### src/rtl/mem_port_arbiter_pkg.sv
// Shared constants for the memory-port arbiter.
// Covers the FSM state encoding, the wait-counter type and the data-mux selector values.
package mem_port_arbiter_pkg;

  localparam logic [1:0] ST_IDLE   = 2'd0;
  localparam logic [1:0] ST_ACCESS = 2'd1;
  localparam logic [1:0] ST_DONE   = 2'd2;

  localparam int unsigned WAIT_DEFAULT = 2;
  localparam int unsigned CNT_W        = 4;

  localparam logic PORT_FETCH = 1'b0;
  localparam logic PORT_LS    = 1'b1;

  typedef logic [CNT_W-1:0] wait_cnt_t;

endpackage

### src/rtl/mem_port_arbiter_rr_pick2.sv
// Two-way round-robin pick: a lone requester wins outright.
// On a tie, the port that was not granted last wins.
module rr_pick2
  import mem_port_arbiter_pkg::*;
(
  input  logic req0,
  input  logic req1,
  input  logic last_grant,
  output logic grant_valid,
  output logic grant_port
);

  assign grant_valid = req0 | req1;
  assign grant_port  = (req0 && req1) ? ~last_grant
                                      : (req1 ? PORT_LS : PORT_FETCH);

endmodule

### src/rtl/mem_port_arbiter.sv
// Arbitrates the shared memory port between fetch (port 0) and load/store (port 1).
// Runs a fixed-wait-state access, then returns registered read data with a one-cycle ack.
module mem_port_arbiter
  import mem_port_arbiter_pkg::*;
#(
  parameter int unsigned WAIT   = WAIT_DEFAULT,
  parameter int unsigned ADDR_W = 32,
  parameter int unsigned DATA_W = 32
) (
  input  logic              clk,
  input  logic              reset,
  input  logic              req0,
  input  logic [ADDR_W-1:0] addr0,
  output logic              ack0,
  input  logic              req1,
  input  logic              we1,
  input  logic [ADDR_W-1:0] addr1,
  input  logic [DATA_W-1:0] wdata1,
  output logic              ack1,
  output logic [DATA_W-1:0] rdata,
  output logic              sel,
  output logic              mem_en,
  output logic              mem_we,
  output logic [ADDR_W-1:0] mem_addr,
  output logic [DATA_W-1:0] mem_wdata,
  input  logic [DATA_W-1:0] mem_rdata
);

  logic [1:0]        state_q, state_d;
  wait_cnt_t         cnt_q, cnt_d;
  logic              last_grant_q, last_grant_d;
  logic              sel_q, sel_d;
  logic              we_q, we_d;
  logic [ADDR_W-1:0] addr_q, addr_d;
  logic [DATA_W-1:0] wdata_q, wdata_d;
  logic [DATA_W-1:0] rdata_q, rdata_d;
  logic              grant_valid, grant_port;

  rr_pick2 u_pick (
    .req0        (req0),
    .req1        (req1),
    .last_grant  (last_grant_q),
    .grant_valid (grant_valid),
    .grant_port  (grant_port)
  );

  always_comb begin
    state_d      = state_q;
    cnt_d        = cnt_q;
    last_grant_d = last_grant_q;
    sel_d        = sel_q;
    we_d         = we_q;
    addr_d       = addr_q;
    wdata_d      = wdata_q;
    rdata_d      = rdata_q;
    case (state_q)
      ST_IDLE: begin
        if (grant_valid) begin
          state_d      = ST_ACCESS;
          cnt_d        = wait_cnt_t'(WAIT - 1);
          sel_d        = grant_port;
          last_grant_d = grant_port;
          // The fetch port never writes, so its write enable and data are forced to zero.
          if (grant_port == PORT_LS) begin
            we_d    = we1;
            addr_d  = addr1;
            wdata_d = wdata1;
          end else begin
            we_d    = 1'b0;
            addr_d  = addr0;
            wdata_d = '0;
          end
        end
      end
      ST_ACCESS: begin
        if (cnt_q == '0) begin
          state_d = ST_DONE;
          if (!we_q) begin
            rdata_d = mem_rdata;
          end
        end else begin
          cnt_d = cnt_q - wait_cnt_t'(1);
        end
      end
      ST_DONE: begin
        state_d = ST_IDLE;
      end
      default: begin
        state_d = ST_IDLE;
      end
    endcase
  end

  always_ff @(posedge clk) begin
    if (reset) begin
      state_q      <= ST_IDLE;
      cnt_q        <= '0;
      last_grant_q <= PORT_LS;
      sel_q        <= PORT_FETCH;
      we_q         <= 1'b0;
      addr_q       <= '0;
      wdata_q      <= '0;
      rdata_q      <= '0;
    end else begin
      state_q      <= state_d;
      cnt_q        <= cnt_d;
      last_grant_q <= last_grant_d;
      sel_q        <= sel_d;
      we_q         <= we_d;
      addr_q       <= addr_d;
      wdata_q      <= wdata_d;
      rdata_q      <= rdata_d;
    end
  end

  // Enable, write enable and acks decode from the registered state, so they are glitch-free.
  assign mem_en    = (state_q == ST_ACCESS);
  assign mem_we    = mem_en & we_q;
  assign ack0      = (state_q == ST_DONE) && (sel_q == PORT_FETCH);
  assign ack1      = (state_q == ST_DONE) && (sel_q == PORT_LS);
  assign sel       = sel_q;
  assign mem_addr  = addr_q;
  assign mem_wdata = wdata_q;
  assign rdata     = rdata_q;

endmodule

### config.mk
export PLATFORM = sky130hd
export DESIGN_NAME = mem_port_arbiter
export DESIGN_NICKNAME = d
export VERILOG_FILES = /design/src/rtl/mem_port_arbiter_pkg.sv /design/src/rtl/mem_port_arbiter_rr_pick2.sv /design/src/rtl/mem_port_arbiter.sv
export SDC_FILE = /design/constraint.sdc
export NUM_CORES = 1
export LEC_CHECK = 0
export CORE_UTILIZATION = 41
export CTS_CLUSTER_DIAMETER = 60
export DETAILED_ROUTE_END_ITERATION = 12
export GPL_TIMING_DRIVEN = 0
export PLACE_DENSITY = 0.9
export SLEW_MARGIN = 20
export SYNTH_ARGS = -nofsm -noshare
export SYNTH_HDL_FRONTEND = slang
export SYNTH_SLANG_ARGS = --single-unit
### constraint.sdc
create_clock -name clk -period 3.6 [get_ports clk]
set_input_delay 0.54 -clock clk [delete_from_list [all_inputs] [get_ports clk]]
set_output_delay 0.54 -clock clk [all_outputs]
set_load 0.05 [all_outputs]
==> results.toml <==
[run_status]
outcome = "completed"

[layout]
drive_above_1_share = 0.106
fin_area_um2 = 6830
nets = 755
nFillCells = 741
diodes = 0
area_delta_synth_final_pct = 65.0

[detailed_routing]
route.vias.total = 3868
drc = 0
dr.pass1.iters = 4
viasPerCell = 5.11
routed_wl_mm = 12.7
avgRoutedWirePerCell_um = 16.8
drtAntennaViolNets = 0
drt_iter0_markers = 103

[clock_network]
clkTransAtPathRegs_ns = 0.10
cts_tree = "done"
h-tree-depth = 3
cts_hold_buf = 0
cts_made_buffers = 9
cts_setup_buffers = 0
cts_resized = 0
clk_latency_ns = 0.36
clock_path_buffers = 2
cts_root_buffer = "clkbuf_8"
cts_sinks = 105

[global_route]
gr-usage-all-layers = 0.235
grt_pass1_vias = 3851
grt_pass1_wl_mm = 18.9
grt_overflow_total = 0
grt_max_degree = 18
antenna_found_initial = 0

[critical_path]
cp-start-kind = "flip-flop"
cp.depth = 5
critPathRequiredTime_ns = 3.06
critPathBufInv = 3
cp_top_family = "buffers and inverters"
path_cells = "nand2b_1 > clkbuf_1 > inv_1 > and2_1 > clkdlybuf4s50_1"
cpPeakStageDelay_ns = 0.72
cp_max_fo = 9
critPathKind = "flip-flop to output port"
crit_slowest_cell = "clkdlybuf4s50_1"
cp-end-kind = "output port"
arrival_ns = 2.21
worst_r2r_path_depth = 6

[logic_synthesis]
synth_top_family_by_area = "compound AO/OA/AOI/OAI gates"
synth_cells = 376
synth_area_um2 = 4140
synth_mux_area_frac = 0.0774
synth.distinct_cells = 34
ys_dominant_reg_cell = "dfxtp_1"
synth_warnings = 0
synth-compound-area-share = 0.280
synthArstFlopShare = 0
seq_area_frac_synth = 0.508
synth_seq_cells = 105
synth_edf_count = 0
avgSynthCellArea_um2 = 11.0
synth_nets = 511
synth_fa_ha_area_frac = 0.00605
synth-xor-area-share = 0
yosys.area_share.simple = 0.0804

[placed_design]
gp_congestion = 0.741
portBuffers = 233
dpl-instance-area_um2 = 6640
dp_hpwl_mm = 10.0

[sta]
timing.fmax_mhz = 364
slew_violations = 0
worstMarginPinSlew_ns = 0.576
finalHoldViolCount = 0
setup_viol = 0
slew_headroom = 0.615
min_period_ns = 2.75
setup-tns-final_ns = 0
period_share = 0.764
worst_clock_skew_ns = 0.0136
rsz0062_at_grt = "no"

[pwr]
clockPowerShare = 0.229
leakage_uw = 0.00250
p_seq_frac = 0.423
p_int_uw = 2030
p_switching_uw = 1130
pwr-share-comb = 0.347
power.density_nw_per_um2 = 462
netSwitchingFraction = 0.357
peakVddDrop_v = 0.000313

[die]
io_pins = 234
die_area_um2 = 10500
chipWidth_um = 102
die_y_um = 102
row_count = 36
start_util = 0.423
fp.coreArea_um2 = 9770

[run]
maxCapViolCount = 0

[worst_hold_path]
whs_path_depth = 1
hp-class = "flip-flop to flip-flop"
through the flow:
step / utilization / hold slack (ns) / cells / setup WS [ns] / total power [uW]
2_1_floorplan: - / 0.462 / 376 / 1.35 / 2020
3_3_place_gp: 0.679 / 0.444 / 742 / 1.27 / 2430
3_5_place_dp: 0.679 / 0.456 / 742 / 1.25 / 2460
4_1_cts: 0.699 / 0.478 / 757 / 0.840 / 3170
5_1_grt: 0.699 / 0.493 / 757 / 0.718 / 3280
6_report: 0.699 / 0.476 / 757 / 0.850 / 3150
final timing paths:
path	endpoint	start	slack (ns)
setup / recovery	mem_we	state_q[1]$_SDFFE_PP0P_	0.85
hold / removal	mem_addr[20]$_SDFFE_PP0P_	mem_addr[20]$_SDFFE_PP0P_	0.48
setup reg to reg	rdata[12]$_SDFFE_PP0P_	cnt_q[0]$_SDFFE_PP0P_	1.71
hold reg to reg	mem_addr[20]$_SDFFE_PP0P_	mem_addr[20]$_SDFFE_PP0P_	0.48
cells by family after synthesis:
logic type / count (synthesis)
compound gates: 142
buf+inv: 40
mux: 32
simple gates: 55
flops: 105
fa+ha+maj: 2
sequential cells by signal (all words and copies together), names as in the netlist:
register / flops
mem_addr: 32
mem_wdata: 32
rdata: 32
cnt_q: 4
state_q: 2
last_grant_q: 1
sel: 1
we_q: 1
area by class of cell:
class	count	area [um2]	area share
timing repair buffer	233	2330	0.342
sequential	105	2100	0.308
buffer	36	184	0.0269
clock buffer	10	128	0.0187
clock inverter	5	63.8	0.00935
inverter	4	15.0	0.00220
multi-input combinational	231	1840	0.269
tap	133	166	0.0244
cells in the final DEF (no fill, tap or decap), drive strengths merged, types with 4 or more instances in the layout:
cell type,netlist,layout
clkdlybuf4s50,0,233
dfxtp,105,105
a21oi,36,36
o21ai,35,35
a22o,33,33
nand3,33,33
mux2i,32,32
o2bb2ai,32,32
clkbuf,20,30
buf,16,16
inv,4,6
nor3b,4,4
power by group through the flow:
stage               clock network, uW  logic, uW  registers [uW]
finish                            722       1090            1330
global route                      783       1150            1350
CTS                               739       1100            1330
detailed placement                  0       1100            1360
global placement                    0       1070            1350
floorplan                           0        333            1680
worst reg2reg max path: cells and delay by family, from the launching register on:
kind / cells / cell delay [ns]
adders and majority gates: 1 / 0.17
AOI/OAI and AO/OA: 1 / 0.17
buffers and inverters: 2 / 0.54
and+or+nand+nor: 2 / 0.64
DFF: 1 / 0.32
Yosys cell counts, drive strengths merged, types with 2 or more instances:
library cell	number	area share
nor3	2	0.0024
nor3b	4	0.012
or2	2	0.0036
a21o	2	0.0036
nand3	33	0.040
a22o	33	0.070
o2bb2ai	32	0.11
or4	2	0.0036
a21oi	36	0.044
clkbuf	20	0.018
inv	4	0.0036
o21ai	35	0.042
buf	16	0.026
or3	3	0.0045
or3b	2	0.0042
ha	2	0.0060
dfxtp	105	0.51
mux2i	32	0.077
nor2	3	0.0027
metal layers:
layer	vias to the layer above	GRT usage	routed length [um]
met3	26	0.0807	1210
met4	0	0.0802	258
li1	1883	-	-
met2	168	0.433	6470
met1	1791	0.246	4790
met5	-	0	0
Power figures use the tool's default switching activity.
